$ cat src/rtl/mem_loader_pkg.sv
// Shared types and helpers for the runtime LMB BRAM stream loader.
// The state encoding is fixed at 3 bits so it can be probed the same way on every build.
package mem_loader_pkg;

    localparam logic [31:0] MAGIC_DEFAULT  = 32'hB007_10AD;
    localparam int          BYTES_PER_WORD = 4;
    localparam int          LANE_W         = $clog2(BYTES_PER_WORD);

    typedef enum logic [2:0] {
        SYNC     = 3'd0,
        HDR_ADDR = 3'd1,
        HDR_CNT  = 3'd2,
        DATA     = 3'd3,
        CKSUM    = 3'd4,
        DONE     = 3'd5,
        ERR      = 3'd6
    } state_t;

    // Drop byte b into lane 'lane' of a little-endian 32-bit word.
    function automatic logic [31:0] lane_insert(input logic [31:0]       w,
                                                input logic [LANE_W-1:0] lane,
                                                input logic [7:0]        b);
        logic [31:0] r;
        r = w;
        r[8*lane +: 8] = b;
        return r;
    endfunction

endpackage

$ cat src/rtl/mem_stream_loader_packer.sv
// Packs accepted stream bytes into little-endian 32-bit words.
// word/word_valid are combinational so the consumer sees the word on the 4th byte's cycle.
module byte_word_packer
    import mem_loader_pkg::*;
(
    input  logic        clk,
    input  logic        rst_n,
    input  logic        clear,
    input  logic        in_valid,
    input  logic [7:0]  in_byte,
    output logic        word_valid,
    output logic [31:0] word
);

    logic [LANE_W-1:0] lane;
    logic [31:0]       acc_word;

    always_ff @(posedge clk or negedge rst_n) begin
        if (!rst_n) begin
            lane     <= '0;
            acc_word <= '0;
        end else if (clear) begin
            lane     <= '0;
            acc_word <= '0;
        end else if (in_valid) begin
            lane     <= lane + 1'b1;
            acc_word <= lane_insert(acc_word, lane, in_byte);
        end
    end

    assign word_valid = in_valid && !clear && (lane == LANE_W'(BYTES_PER_WORD - 1));
    assign word       = lane_insert(acc_word, lane, in_byte);

endmodule

$ cat src/rtl/mem_stream_loader.sv
// Runtime loader for the MicroBlaze LMB instruction BRAM: parses a framed byte
// stream, writes the payload words and releases the CPU once the checksum matches.
module mem_stream_loader
    import mem_loader_pkg::*;
#(
    parameter int          MEM_SIZE = 64,
    parameter int          ADDR_W   = $clog2(MEM_SIZE*256),
    parameter logic [31:0] MAGIC    = MAGIC_DEFAULT
) (
    input  logic              clk,
    input  logic              rst_n,
    input  logic [7:0]        s_data,
    input  logic              s_valid,
    output logic              s_ready,
    output logic              bram_en,
    output logic [3:0]        bram_we,
    output logic [ADDR_W-1:0] bram_addr,
    output logic [31:0]       bram_wdata,
    output logic              cpu_hold,
    output logic              done,
    output logic              err,
    output logic [ADDR_W:0]   words_loaded
);

    localparam logic [32:0] DEPTH = 33'(MEM_SIZE*256);

    state_t            state;
    logic [1:0]        magic_idx;
    logic [31:0]       a_q;
    logic [31:0]       acc;
    logic [ADDR_W-1:0] wr_addr;
    logic [ADDR_W:0]   remaining;

    logic              fire;
    logic              sync_phase;
    logic              sync_match;
    logic [7:0]        magic_byte;
    logic              word_valid;
    logic [31:0]       word;
    logic [32:0]       end_addr;
    logic              range_bad;

    assign fire       = s_valid && s_ready;
    // DONE/ERR last one cycle but still hunt for MAGIC so frames can run back-to-back.
    assign sync_phase = (state == SYNC) || (state == DONE) || (state == ERR);
    assign magic_byte = MAGIC[8*magic_idx +: 8];
    assign sync_match = fire && sync_phase && (magic_idx == 2'd3) && (s_data == magic_byte);

    byte_word_packer u_packer (
        .clk        (clk),
        .rst_n      (rst_n),
        .clear      (sync_match),
        .in_valid   (fire && !sync_phase),
        .in_byte    (s_data),
        .word_valid (word_valid),
        .word       (word)
    );

    // 33-bit sum so a huge A+N cannot wrap back into range.
    assign end_addr  = {1'b0, a_q} + {1'b0, word};
    assign range_bad = (end_addr > DEPTH) || (({1'b0, a_q} >= DEPTH) && (word != 32'd0));

    always_ff @(posedge clk or negedge rst_n) begin
        if (!rst_n) begin
            state        <= SYNC;
            magic_idx    <= 2'd0;
            a_q          <= '0;
            acc          <= '0;
            wr_addr      <= '0;
            remaining    <= '0;
            s_ready      <= 1'b0;
            bram_en      <= 1'b0;
            bram_we      <= 4'h0;
            bram_addr    <= '0;
            bram_wdata   <= '0;
            cpu_hold     <= 1'b1;
            done         <= 1'b0;
            err          <= 1'b0;
            words_loaded <= '0;
        end else begin
            s_ready <= 1'b1;
            bram_en <= 1'b0;
            bram_we <= 4'h0;

            if (fire) begin
                case (state)
                    SYNC, DONE, ERR: begin
                        if (s_data == magic_byte) begin
                            if (magic_idx == 2'd3) begin
                                magic_idx    <= 2'd0;
                                state        <= HDR_ADDR;
                                cpu_hold     <= 1'b1;
                                done         <= 1'b0;
                                err          <= 1'b0;
                                words_loaded <= '0;
                                acc          <= '0;
                            end else begin
                                magic_idx <= magic_idx + 1'b1;
                                state     <= SYNC;
                            end
                        end else begin
                            // A stray first-sync byte restarts the hunt at index 1.
                            magic_idx <= (s_data == MAGIC[7:0]) ? 2'd1 : 2'd0;
                            state     <= SYNC;
                        end
                    end

                    HDR_ADDR: begin
                        if (word_valid) begin
                            a_q   <= word;
                            state <= HDR_CNT;
                        end
                    end

                    HDR_CNT: begin
                        if (word_valid) begin
                            wr_addr   <= a_q[ADDR_W-1:0];
                            remaining <= word[ADDR_W:0];
                            if (range_bad) begin
                                state    <= ERR;
                                err      <= 1'b1;
                                cpu_hold <= 1'b1;
                            end else if (word == 32'd0) begin
                                state <= CKSUM;
                            end else begin
                                state <= DATA;
                            end
                        end
                    end

                    DATA: begin
                        if (word_valid) begin
                            bram_en      <= 1'b1;
                            bram_we      <= 4'hF;
                            bram_addr    <= wr_addr;
                            bram_wdata   <= word;
                            wr_addr      <= wr_addr + 1'b1;
                            acc          <= acc + word;
                            words_loaded <= words_loaded + 1'b1;
                            remaining    <= remaining - 1'b1;
                            if (remaining == (ADDR_W+1)'(1))
                                state <= CKSUM;
                        end
                    end

                    CKSUM: begin
                        if (word_valid) begin
                            if (word == acc) begin
                                state    <= DONE;
                                done     <= 1'b1;
                                cpu_hold <= 1'b0;
                            end else begin
                                state    <= ERR;
                                err      <= 1'b1;
                                cpu_hold <= 1'b1;
                            end
                        end
                    end

                    default: state <= SYNC;
                endcase
            end else if ((state == DONE) || (state == ERR)) begin
                state <= SYNC;
            end
        end
    end

endmodule

$ cat config.mk
export PLATFORM = sky130hd
export DESIGN_NAME = mem_stream_loader
export DESIGN_NICKNAME = d
export VERILOG_FILES = /design/src/rtl/mem_loader_pkg.sv /design/src/rtl/mem_stream_loader_packer.sv /design/src/rtl/mem_stream_loader.sv
export SDC_FILE = /design/constraint.sdc
export NUM_CORES = 1
export LEC_CHECK = 0
export BUFFER_PORTS_ARGS = -buffer_cell sky130_fd_sc_hd__buf_2
export CORE_UTILIZATION = 35
export DETAILED_ROUTE_END_ITERATION = 10
export GPL_TIMING_DRIVEN = 0
export PLACE_DENSITY = 0.52
export SLEW_MARGIN = 10
export SYNTH_ARGS = -nofsm -noshare
export SYNTH_HDL_FRONTEND = slang
export SYNTH_SLANG_ARGS = --single-unit
$ cat constraint.sdc
create_clock -name clk -period 7.15 [get_ports clk]
set_clock_uncertainty 0.1 [all_clocks]
set_input_delay 0.715 -clock clk [delete_from_list [all_inputs] [get_ports clk]]
set_output_delay 0.715 -clock clk [all_outputs]
set_load 0.005 [all_outputs]
; ---- After elaboration in Yosys (flattened, before gate mapping)
; Index checks and enable logic that the tools add are counted.
[classes]
addsub = 8
magnitude_cmp = 2
eq_ne = 25
shifts = 3
n_mux = 56
n_reduce_logical = 33
[op_table]
columns = cell, count
row1 = two-way mux 32 bit, 5
row2 = two-way mux 15 bit, 5
row3 = case mux 32 bit (2 select lines), 1
row4 = case mux 15 bit (2 select lines), 2
row5 = negator 5 -> 34 bit, 1
row6 = variable shift 8 x 34 -> 32 bit (first input constant), 1
row7 = indexed part select 8 x 34 -> 32 bit, 1
row8 = adder 32 x 32 -> 33 bit, 1
row9 = > comparator 33 x 15 -> 1 bit (second input constant), 1
row10 = adder 32 bit, 1
row11 = bitwise mux 32 bit, 1
row12 = == test 32 bit, 1
row13 = greater-or-equal comparator 32 x 15 -> 1 bit (second input constant), 1
row14 = logical NOT 32 bit, 1
row15 = nonzero test 32 bit, 1
row16 = indexed part select 32 x 6 -> 8 bit (first input constant), 1
row17 = two-way mux 3 bit, 10
row18 = two-way mux 14 bit, 2
row19 = case mux 14 bit (2 select lines), 1
row20 = two-way mux 1 bit, 17
row21 = adder 15 x 1 -> 15 bit (second input constant), 1
row22 = == test 15 x 1 -> 1 bit (second input constant), 1
row23 = case mux 3 bit (5 select lines), 1
row24 = subtractor 15 x 1 -> 15 bit (second input constant), 1
row25 = other kinds (30), 68
[totals]
register_bits = 202
inputBits = 11
output_inout_bits = 70
elab_cells = 144

; ---- Logic depth before layout (Yosys ltp)
; Gate-level depths: netlist of the first run.
[depth]
ltp_word = 12
mapped_depth = 19
depth_no_buf = 18

; ---- Hierarchy
; From an unflattened synthesis of the first run, not the netlist that was laid out.
[unflattened]
hier_cells = 1491
area_unflattened_um2 = 13047.5
[by_module_without_submodules]
columns = module, n_inst, cells_per_inst, area_per_inst_um2, seq_area_each_um2
row1 = mem_stream_loader, 1, 1283, 10938.0, 4105.2
row2 = byte_word_packer, 1, 208, 2109.5, 850.8

; ---- Least setup slack after synthesis of the first run
; OpenSTA, ideal clock, no wires.
[synth_timing]
kind = flip-flop to flip-flop
from = register u_packer.lane[0]
to = register state[1]
setup_ns = 0.129
arrival_time_ns = 4.381
required_ns = 6.921
slack_ns = 2.540
path_stages_with_launch = 19
path_buffers = 0
synth_period_minus_slack_ns = 4.610
path_cell_list = dfrtp_1 > inv_1 > ha_1 > nor2_1 > a31oi_1 > inv_1 > ha_1 > inv_1 > fa_1 > nor2b_1 > o22ai_1 > or4_1 > nor4_1 > nand4_1 > nor4_1 > o2111ai_1 > nor4b_4 > nand3_2 > o41a_1
[synth_between]
elab_chain_len = 10
elab_cells_between_ends = 25
classes_between = 2 x add/sub / 1 x order compare / 6 x eq/ne / 2 x shift / 8 x mux / 6 x reduce/logical
[synth_lines]
columns = element, line_no
row1 = start: declaration, mem_stream_loader_packer.sv:15  ; logic [LANE_W-1:0] lane;
row2 = start signal: assignment, mem_stream_loader_packer.sv:26  ; lane <= lane + 1'b1;
row3 = negator 5 -> 34 bit (*), mem_loader_pkg.sv:25  ; r[8*lane +: 8] = b;
row4 = indexed part select 8 x 34 -> 32 bit or variable shift 8 x 34 -> 32 bit (tied branches), mem_loader_pkg.sv:25
row5 = bitwise mux 32 bit (*), mem_loader_pkg.sv:25
row6 = net u_packer.word[0], mem_stream_loader_packer.sv:12  ; output logic [31:0] word
row7 = adder 32 x 32 -> 33 bit or nonzero test 32 bit (tied branches), "mem_stream_loader.sv:60, mem_stream_loader.sv:61"
row8 = > comparator 33 x 15 -> 1 bit or logical AND 1 bit (tied branches), mem_stream_loader.sv:61  ; assign range_bad = (end_addr > DEPTH) || (({1'b0, a_q} >= DEPTH) && (word != 32'd0));
row9 = logical OR 1 bit, mem_stream_loader.sv:61
row10 = two-way mux 3 bit, mem_stream_loader.sv:119  ; if (range_bad) begin
row11 = two-way mux 3 bit, mem_stream_loader.sv:116  ; if (word_valid) begin
row12 = case mux 3 bit (5 select lines) (*), mem_stream_loader.sv:86  ; case (state)
row13 = two-way mux 3 bit (*), mem_stream_loader.sv:85  ; if (fire) begin
row14 = end signal: assignment, mem_stream_loader.sv:91  ; state <= HDR_ADDR;
row15 = end signal: assignment, mem_stream_loader.sv:120  ; state <= ERR;
row16 = end signal: assignment, mem_stream_loader.sv:124  ; state <= CKSUM;
row17 = end: declaration, mem_stream_loader.sv:27  ; state_t state;
; The timed path passes the listed nets; every way through them passes the cells marked *. The select of a mux whose other input is x is not followed.
; A chain may end at the register's enable or synchronous reset.

; ---- Final worst setup path of the first run
; Ends and elaborated chain as after synthesis.

==> results of run 1 <==
==> final cells by class <==
type                            instances  area share [%]
Sequential cell                       198            34.2
Tap cell                              461            3.98
Timing Repair Buffer                   82            3.23
Inverter                               67            1.73
Clock inverter                         12           0.993
Clock buffer                           18            3.03
Multi-Input combinational cell       1201            50.2
Buffer                                 93            2.61
==> power by group <==
| part | internal [W] | switching [W] |
|---|---|---|
| clock network | 0.000528 | 0.000465 |
| logic | 0.000977 | 0.00185 |
| registers | 0.00142 | 0.000234 |
==> logic make-up (layout without fill, tap and decap cells) <==
group,Yosys count,count (layout),synth area share [%]
adder cells (fa/ha/maj),77,77,7.61
other,1,1,0.0292
multiplexers,6,6,0.467
AO/OA/AOI/OAI,499,499,23.6
XOR/XNOR,56,56,3.82
flip-flops,198,198,38.5
buffers and inverters,160,272,4.90
AND/OR/NAND/NOR,562,562,21.0
==> critical path: cells and delay by family (launching register included) <==
kind,cells,cell delay (ns)
buf+inv,4,1.07
compound gates,6,2.69
simple gates,5,1.20
fa+ha+maj,2,0.80
flops,1,0.49
==> cells in the final DEF (no fill, tap or decap), types with 26 or more instances in the layout <==
cell type,netlist,final
xnor2_1,26,26
o21ai_0,200,200
clkbuf_1,81,81
a21o_1,28,28
xor2_1,30,30
nor2_1,82,82
nand3_1,43,43
nor2b_1,42,42
buf_2,5,83
nand2_1,243,243
a21oi_1,115,115
ha_1,75,75
dfrtp_1,197,197
nand4_1,37,37
inv_1,67,67
==> flip-flops by register name, indices dropped and copies added, names as in the netlist, 3 cells and up <==
name               flops
a_q                   32
acc                   32
bram_wdata            32
u_packer.acc_word     32
remaining             15
words_loaded          15
bram_addr             14
wr_addr               14
state                  3
==> worst paths after layout <==
kind                                   from          endpoint  slack, ns  cells past startpoint
max in group asynchronous             rst_n            acc[5]       6.06                      2
max                        u_packer.lane[0]          state[1]       0.67                     17
min                                   rst_n  words_loaded[10]       0.08                      1
min in group clk              bram_addr[13]     bram_addr[13]       0.37                      2
max reg2reg                u_packer.lane[0]          state[1]       0.67                     17
min reg2reg                   bram_addr[13]     bram_addr[13]       0.37                      2
==> per-layer routing <==
| metal | share of wire (%) | global-route usage (%) | routed length, um |
|---|---|---|---|
| met5 | 0 | 0 | 0 |
| met4 | 2.3 | 7.23 | 969 |
| met3 | 4.4 | 3.08 | 1860 |
| met2 | 45 | 36.2 | 19100 |
| met1 | 48 | 31.8 | 20200 |
==> metrics by stage <==
step / hold WS, ns / total power [W]
after floorplan: 0.319 / 0.00353
after global placement: 0.354 / 0.00442
after detailed placement: 0.357 / 0.00446
after CTS: 0.0837 / 0.00546
after global routing: 0.110 / 0.00588
final: 0.0846 / 0.00547
==> flow_summary.yaml, run 1 <==
synth:
  syn_area_mm2: 0.0129
  synthDominantAreaCellType: "dfrtp_1"
  synth.cells.most_frequent: "nand2_1, o21ai_0, dfrtp_1, a21oi_1, nor2_1"
  synth_fp_nets: 1647
  postSynthRegisterBits: 198
  yosys_warns: 0
  synth.distinct_cells: 80
  async_reset_ff_share_pct: 100
  yosysTopAreaCellShare_pct: 38.3
  synthesis.area_per_instance_um2: 8.25
  synth-edff-count: 0
  yosys-top-cells-area: "dfrtp_1, o21ai_0, ha_1"
  ys_dominant_reg_cell: "dfrtp_1"
  synth-seq-area-share_pct: 38.5
  yosysMostFrequentCell: "nand2_1"
  synth_cells: 1559
timing:
  final-hold-violation-count: 0
  final_max_slew_viol_count: 0
  post-route-worst-setup-slack_ns: 0.671
  grt_setup_unrepaired: "no"
  post-route-period-util_pct: 90.6
  timing.final.setup_violations: 0
  achievable_clock_frequency_ghz: 0.154
  finalCriticalPeriod_ns: 6.48
  worstMarginPinSlew_ns: 1.22
  setup_tns_ns: 0
  worst_slew_margin_rel_pct: 18.5
setup_path:
  crit_arrival_ns: 6.72
  worstSetupPathType: "reg2reg"
  crit_path_max_incr_delay_ns: 0.89
  critical_path_peak_fanout: 10
  slowest_stage: "a31oi_1"
  cp_cell_sequence: "inv_1 -> ha_1 -> clkbuf_1 -> nor2b_1 -> a31oi_1 -> inv_1 -> ha_1 -> clkbuf_1 -> nand3_1 -> o211ai_1 -> o21ai_0 -> a21oi_1 -> a311oi_1 -> nor3_1 -> nor4_1 -> nand3_2 -> o41a_1"
  critPathCaptureType: "flop"
  critPathRequiredTime_ns: 7.39
  startpoint_type: "flop"
global_route:
  grt_use_total_pct: 22.7
  largest_net_degree_at_the_start_of_global_routing: 86
  grt_residual_overflow: 0
  grt_first_pass_wirelength_um: 66500
  grt_antenna_before_repair: 2
  grt_pass1_vias: 11500
cts:
  clock_net_sink_count: 198
  clkLatencyLatePin_ns: 0.46
  post_cts.resized_instances: 0
  htreeDepth: 4
  post_cts_hold_buffer_count: 0
  tritoncts: "built"
  postCtsSetupBuffers: 0
  cts.reportedPaths.clkPinSlew_ns: 0.08
  cts-buffers-inserted: 17
  clk_root_buffer_cell: "clkbuf_16"
  clock_tree.buffer_depth: 2
detailed_routing:
  antenna_left: 0
  drt_pass1_iterations: 5
  vias_per_cell: 5.60
  detail_route.wl_per_cell_um: 19.7
  detailedRoute.firstIterationViolations: 886
  routed-via-count: 11900
  drc: 0
  postRouteWirelength_um: 42100
power_and_ir_drop:
  p_leak_nw: 6.95
  power_density_mw_per_mm2: 377
  peakVddDrop_v: 0.000166
die:
  dieArea_mm2: 0.0375
  rows: 69
  i_o_pin_count: 81
  coreArea_mm2: 0.0358
  floorplan.initialDensity_pct: 35.9
  chipWidth_um: 194
  dieHeight_um: 194
layout:
  area_of_the_multi_input_gates_mm2: 0.00728
  flow.area_growth_from_synthesis_pct: 12.7
  antenna_diodes: 0
  area.sequential_mm2: 0.00496
  final_util_pct: 40.5
  finalInstanceArea_mm2: 0.0145
  number_of_standard_cells_in_the_final_layout_excluding_fillers: 2132
  drive_gt1_share_pct: 8.86
  finish.net_count: 1748
  fillers: 3750
placed_design:
  port_buffers: 79
  place_hpwl_um: 31800
  placer_congestion_estimate: 0.927
  dpl.cell_count: 2102
  placement.setup.worst_slack_ns: 0.838
  placedInstanceArea_mm2: 0.0139
worst_hold_path:
  hp-class: "in2async"
flow_run:
  drv_cap: 0
run_status:
  outcome: "finished clean"
Note: power is estimated with default switching activity, not from simulation.
==> run 2, diff against run 1 <==
--- a/config.mk
+++ b/config.mk
@@ -6,10 +6,12 @@
 export NUM_CORES = 1
 export LEC_CHECK = 0
 export BUFFER_PORTS_ARGS = -buffer_cell sky130_fd_sc_hd__buf_2
+export CELL_PAD_IN_SITES_DETAIL_PLACEMENT = 1
+export CELL_PAD_IN_SITES_GLOBAL_PLACEMENT = 1
 export CORE_UTILIZATION = 35
 export DETAILED_ROUTE_END_ITERATION = 10
 export GPL_TIMING_DRIVEN = 0
-export PLACE_DENSITY = 0.52
+export PLACE_DENSITY_LB_ADDON = 0.1
 export SLEW_MARGIN = 10
 export SYNTH_ARGS = -nofsm -noshare
 export SYNTH_HDL_FRONTEND = slang
==> flow_summary.yaml, run 2 (same netlist as run 1, synthesis figures left out) <==
detailed_routing:
  detail_route.wl_per_cell_um: 22.0
  postRouteWirelength_um: 46900
  antenna_left: 0
  vias_per_cell: 5.76
  routed-via-count: 12300
  detailedRoute.firstIterationViolations: 676
  drc: 0
  drt_pass1_iterations: 5
setup_path:
  startpoint_type: "flop"
  critPathCaptureType: "flop"
  worstSetupPathType: "reg2reg"
  worst_r2r_startpoint: "u_packer.lane[0]"
  critical-path-top-cell-by-count: "inv_1"
  worst-r2r-setup-slack_ns: 0.35
  slowest_stage: "nor4_1"
  crit_arrival_ns: 7.05
  ff2ff_path_depth: 18
  critPathRequiredTime_ns: 7.40
  crit_path_max_delay_family: "simple AND/OR/NAND/NOR gates"
  critical_path_peak_fanout: 10
  cp_num_buf_inv: 3
  crit_path_max_incr_delay_ns: 0.72
  critical_path.reg2reg.endpoint: "state[2]"
  cp_cell_sequence: "inv_1 -> ha_1 -> nor2_1 -> a31oi_2 -> inv_1 -> ha_1 -> inv_1 -> fa_1 -> nor2b_1 -> o22ai_1 -> or4_1 -> nor4_1 -> nand4_1 -> nor4_1 -> o2111ai_1 -> nor4b_4 -> nand4_1 -> a32o_1"
timing:
  worst_slew_margin_rel_pct: 20.0
  timing.final.setup_violations: 0
  finalCriticalPeriod_ns: 6.80
  final-hold-violation-count: 0
  setup_tns_ns: 0
  post-route-period-util_pct: 95.1
  worstMarginPinSlew_ns: 1.20
  grt_setup_unrepaired: "no"
  achievable_clock_frequency_ghz: 0.147
  final_max_slew_viol_count: 0
die:
  rows: 69
  i_o_pin_count: 81
  floorplan.initialDensity_pct: 35.9
  chipWidth_um: 194
  dieHeight_um: 194
  coreArea_mm2: 0.0358
  dieArea_mm2: 0.0375
power_and_ir_drop:
  peakVddDrop_v: 0.000155
  p_leak_nw: 6.97
  power_density_mw_per_mm2: 391
cts:
  tritoncts: "built"
  clkLatencyLatePin_ns: 0.45
  htreeDepth: 4
  clock_net_sink_count: 198
  cts.reportedPaths.clkPinSlew_ns: 0.09
  clk_root_buffer_cell: "clkbuf_16"
  clock_tree.buffer_depth: 2
  cts-buffers-inserted: 17
  postCtsSetupBuffers: 0
  post_cts_hold_buffer_count: 0
layout:
  layout_common_cells: "nand2_1, o21ai_0, dfrtp_1"
  drive_gt1_share_pct: 9.09
  flow.area_growth_from_synthesis_pct: 13.3
  antenna_diodes: 0
  mostFrequentLayoutCell: "nand2_1"
  finalInstanceArea_mm2: 0.0146
  finish.net_count: 1747
run_status:
  outcome: "finished clean"
placed_design:
  placer_congestion_estimate: 0.866
  placedInstanceArea_mm2: 0.0139
  place_hpwl_um: 35800
  port_buffers: 79
global_route:
  grt_antenna_before_repair: 1
  largest_net_degree_at_the_start_of_global_routing: 85
  grt_residual_overflow: 0
  grt_pass1_vias: 12500
  grt_first_pass_wirelength_um: 73800
  grt_use_total_pct: 25.3
worst_hold_path:
  hp-class: "in2async"
flow_run:
  drv_cap: 0
## run 2: changes by cell type in the layout (fill, tap and decap cells not counted)
cell	previous run	this run
bufinv_16	2	4
clkinv_4	3	1
clkinvlp_4	2	3
nor4_2	0	1
inv_6	3	4
a31oi_1	20	18
buf_4	5	4
inv_8	1	0
clkbuf_8	1	2
nor4_1	20	19
a31oi_2	1	3
## run 2: area by class of cell
cell class | instances | area (um2)
clock inverter | 13 | 191
multi-input combinational | 1201 | 7300
sequential | 198 | 4960
inverter | 67 | 251
tap | 461 | 577
buffer | 93 | 378
fill | 4330 | 21300
timing repair buffer | 81 | 460
clock buffer | 19 | 453
## run 2: worst max-delay path by stage
stage                     start        to  slack, ns  cells after the start
6_report       u_packer.lane[0]  state[2]       0.35                     18
5_1_grt        u_packer.lane[0]  state[2]       0.11                     18
4_1_cts        u_packer.lane[0]  state[2]       0.19                     17
3_5_place_dp   u_packer.lane[0]  state[2]       0.25                     17
3_3_place_gp   u_packer.lane[0]  state[2]       0.36                     15
2_1_floorplan  u_packer.lane[0]  state[1]       2.54                     18
## run 2: timing repair
action                                  4_1_cts  5_1_grt
hold endpoints to repair                      0        0
endpoints found under the setup margin        0        3
gates resized for setup                       0        3
## run 2: worst register-to-register path: stages (launching register included)
cell       delay, ns
dfrtp_1         0.55
inv_1           0.15
ha_1            0.41
nor2_1          0.56
a31oi_2         0.41
inv_1           0.28
ha_1            0.29
inv_1           0.08
fa_1            0.41
nor2b_1         0.22
o22ai_1         0.14
or4_1           0.52
nor4_1          0.18
nand4_1         0.17
nor4_1          0.72
o2111ai_1       0.26
nor4b_4         0.59
nand4_1         0.31
a32o_1          0.34
## run 2: per-layer routing
layer  part of all wire, %  vias to the layer above  GRT usage, %  routed length, um
li1                      -                     5765             -                  -
met1                    49                     6245          36.1              22900
met2                    46                      230          40.9              21700
met3                   3.1                       48          2.66               1440
met4                   1.8                        0          6.43                853
met5                     0                        -             0                  0
## run 2: stage by stage
| step | util, % | hold slack (ns) | instances | total power [W] | setup WS [ns] |
|---|---|---|---|---|---|
| 4_1_cts | 40.6 | 0.0311 | 2133 | 0.00569 | 0.192 |
| 5_1_grt | 40.7 | 0.0361 | 2133 | 0.00610 | 0.111 |
| 2_1_floorplan | - | 0.319 | 1559 | 0.00353 | 2.54 |
| 3_5_place_dp | 38.8 | 0.363 | 2101 | 0.00459 | 0.251 |
| 3_3_place_gp | 38.6 | 0.354 | 2099 | 0.00451 | 0.355 |
| 6_report | 40.7 | 0.0216 | 2133 | 0.00570 | 0.350 |
## run 2: power by group
part	leakage [nW]	internal, W	switching, W
logic	3.97	0.000983	0.00196
registers	2.69	0.00142	0.000252
clock network	0.307	0.000611	0.000480
total	6.97	0.00301	0.00269
==> run 3, diff against run 2 <==
==> constraint.sdc (replaced) <==
create_clock -name clk -period 8.01 [get_ports clk]
set_clock_uncertainty 0.1 [all_clocks]
set_input_delay 0.801 -clock clk [delete_from_list [all_inputs] [get_ports clk]]
set_output_delay 0.801 -clock clk [all_outputs]
set_load 0.005 [all_outputs]
==> flow_summary.yaml, run 3 (same netlist as run 1, synthesis figures left out) <==
cts:
  cts-buffers-inserted: 17
  clk_root_buffer_cell: "clkbuf_16"
  tritoncts: "built"
  post_cts_hold_buffer_count: 0
  post_cts.resized_instances: 0
  clock_tree.buffer_depth: 2
  clock_net_sink_count: 198
  postCtsSetupBuffers: 0
  clkLatencyLatePin_ns: 0.45
  htreeDepth: 4
  cts.reportedPaths.clkPinSlew_ns: 0.08
timing:
  final_max_slew_viol_count: 0
  finalHoldWorstSlack_ns: 0.111
  final-hold-violation-count: 0
  setup_tns_ns: 0
  post-route-period-util_pct: 87.8
  worst_slew_margin_rel_pct: 12.3
  post-route-worst-setup-slack_ns: 0.979
  worstMarginPinSlew_ns: 1.30
  achievable_clock_frequency_ghz: 0.142
  timing.final.setup_violations: 0
  finalCriticalPeriod_ns: 7.03
  grt_setup_unrepaired: "no"
layout:
  area.sequential_mm2: 0.00496
  finish.net_count: 1747
  flow.area_growth_from_synthesis_pct: 13.2
  number_of_standard_cells_in_the_final_layout_excluding_fillers: 2133
  antenna_diodes: 0
  drive_gt1_share_pct: 8.91
  fillers: 4333
  mostFrequentLayoutCell: "nand2_1"
  layout_common_cells: "nand2_1, o21ai_0, dfrtp_1"
  area_of_the_multi_input_gates_mm2: 0.00728
setup_path:
  critPathCaptureType: "flop"
  crit_path_max_incr_delay_ns: 1.09
  slowest_stage: "nor4_1"
  crit_path_max_delay_family: "compound AO/OA/AOI/OAI gates"
  worstSetupPathType: "reg2reg"
  critical_path_peak_fanout: 10
  cp_num_buf_inv: 4
  cp_cell_sequence: "inv_1 -> ha_1 -> clkbuf_1 -> nor2b_1 -> a31oi_1 -> inv_1 -> ha_1 -> clkbuf_1 -> nand3_1 -> o211ai_1 -> o21ai_0 -> a21oi_1 -> a311oi_1 -> nor3_1 -> nor4_1 -> nand4_1 -> a32o_1"
  startpoint_type: "flop"
  crit_arrival_ns: 7.28
  critPathRequiredTime_ns: 8.25
global_route:
  largest_net_degree_at_the_start_of_global_routing: 85
  grt_use_total_pct: 25.3
  grt_antenna_before_repair: 1
  grt_residual_overflow: 0
  grt_pass1_vias: 12500
  grt_first_pass_wirelength_um: 73800
detailed_routing:
  postRouteWirelength_um: 46900
  drc: 0
  detail_route.wl_per_cell_um: 22.0
  topRoutingLayerUsed: "met4"
  wl_met3_um: 1520
  vias_per_cell: 5.76
  detailedRoute.firstIterationViolations: 659
  drt_pass1_iterations: 5
  route.met2.wl_um: 21500
  met1Wirelength_um: 23000
  antenna_left: 0
  routed-via-count: 12300
die:
  dieHeight_um: 194
  i_o_pin_count: 81
  dieArea_mm2: 0.0375
  coreArea_mm2: 0.0358
  chipWidth_um: 194
  rows: 69
  floorplan.initialDensity_pct: 35.9
worst_hold_path:
  hp-class: "in2async"
placed_design:
  port_buffers: 79
  placer_congestion_estimate: 0.866
  placement.setup.worst_slack_ns: 1.11
  place_hpwl_um: 35800
  dpl.cell_count: 2101
power_and_ir_drop:
  peakVddDrop_v: 0.000138
  power_density_mw_per_mm2: 349
  p_leak_nw: 6.97
run_status:
  outcome: "finished clean"
flow_run:
  drv_cap: 0
-- run 3: path summary, 6_finish.rpt --
kind | start | end | slack, ns | depth (start not counted)
min in group clk | u_packer.acc_word[2] | u_packer.acc_word[2] | 0.38 | 2
min reg2reg | u_packer.acc_word[2] | u_packer.acc_word[2] | 0.38 | 2
min | rst_n | magic_idx[1] | 0.11 | 1
max | u_packer.lane[0] | state[2] | 0.98 | 17
max reg2reg | u_packer.lane[0] | state[2] | 0.98 | 17
max in group asynchronous | rst_n | a_q[10] | 6.91 | 2
-- run 3: stage by stage --
step | util [%] | power (W) | instance area (um2)
after floorplan | - | 0.00315 | 12900
after detailed placement | 38.8 | 0.00409 | 13900
after global routing | 40.6 | 0.00544 | 14500
after global placement | 38.6 | 0.00402 | 13800
final | 40.6 | 0.00508 | 14500
after CTS | 40.6 | 0.00508 | 14500
-- run 3: cell type report --
class / instances / area share, %
multi-input cells: 1201 / 50.1
flip-flops and latches: 198 / 34.1
well taps: 461 / 3.96
repair buffers: 81 / 3.16
clock buffers: 19 / 3.11
plain buffers: 93 / 2.60
inverters: 67 / 1.73
clock inverters: 13 / 1.32
-- run 3: report_power, final --
group          switching, W  internal [W]
Combinational       0.00174      0.000875
Clock              0.000429      0.000545
Sequential         0.000226       0.00126
-- run 3: routing by layer --
metal	track usage, %	vias to the layer above
li1	-	5769
met1	36.1	6211
met2	40.9	251
met4	6.43	0
met3	2.66	51
met5	0	-
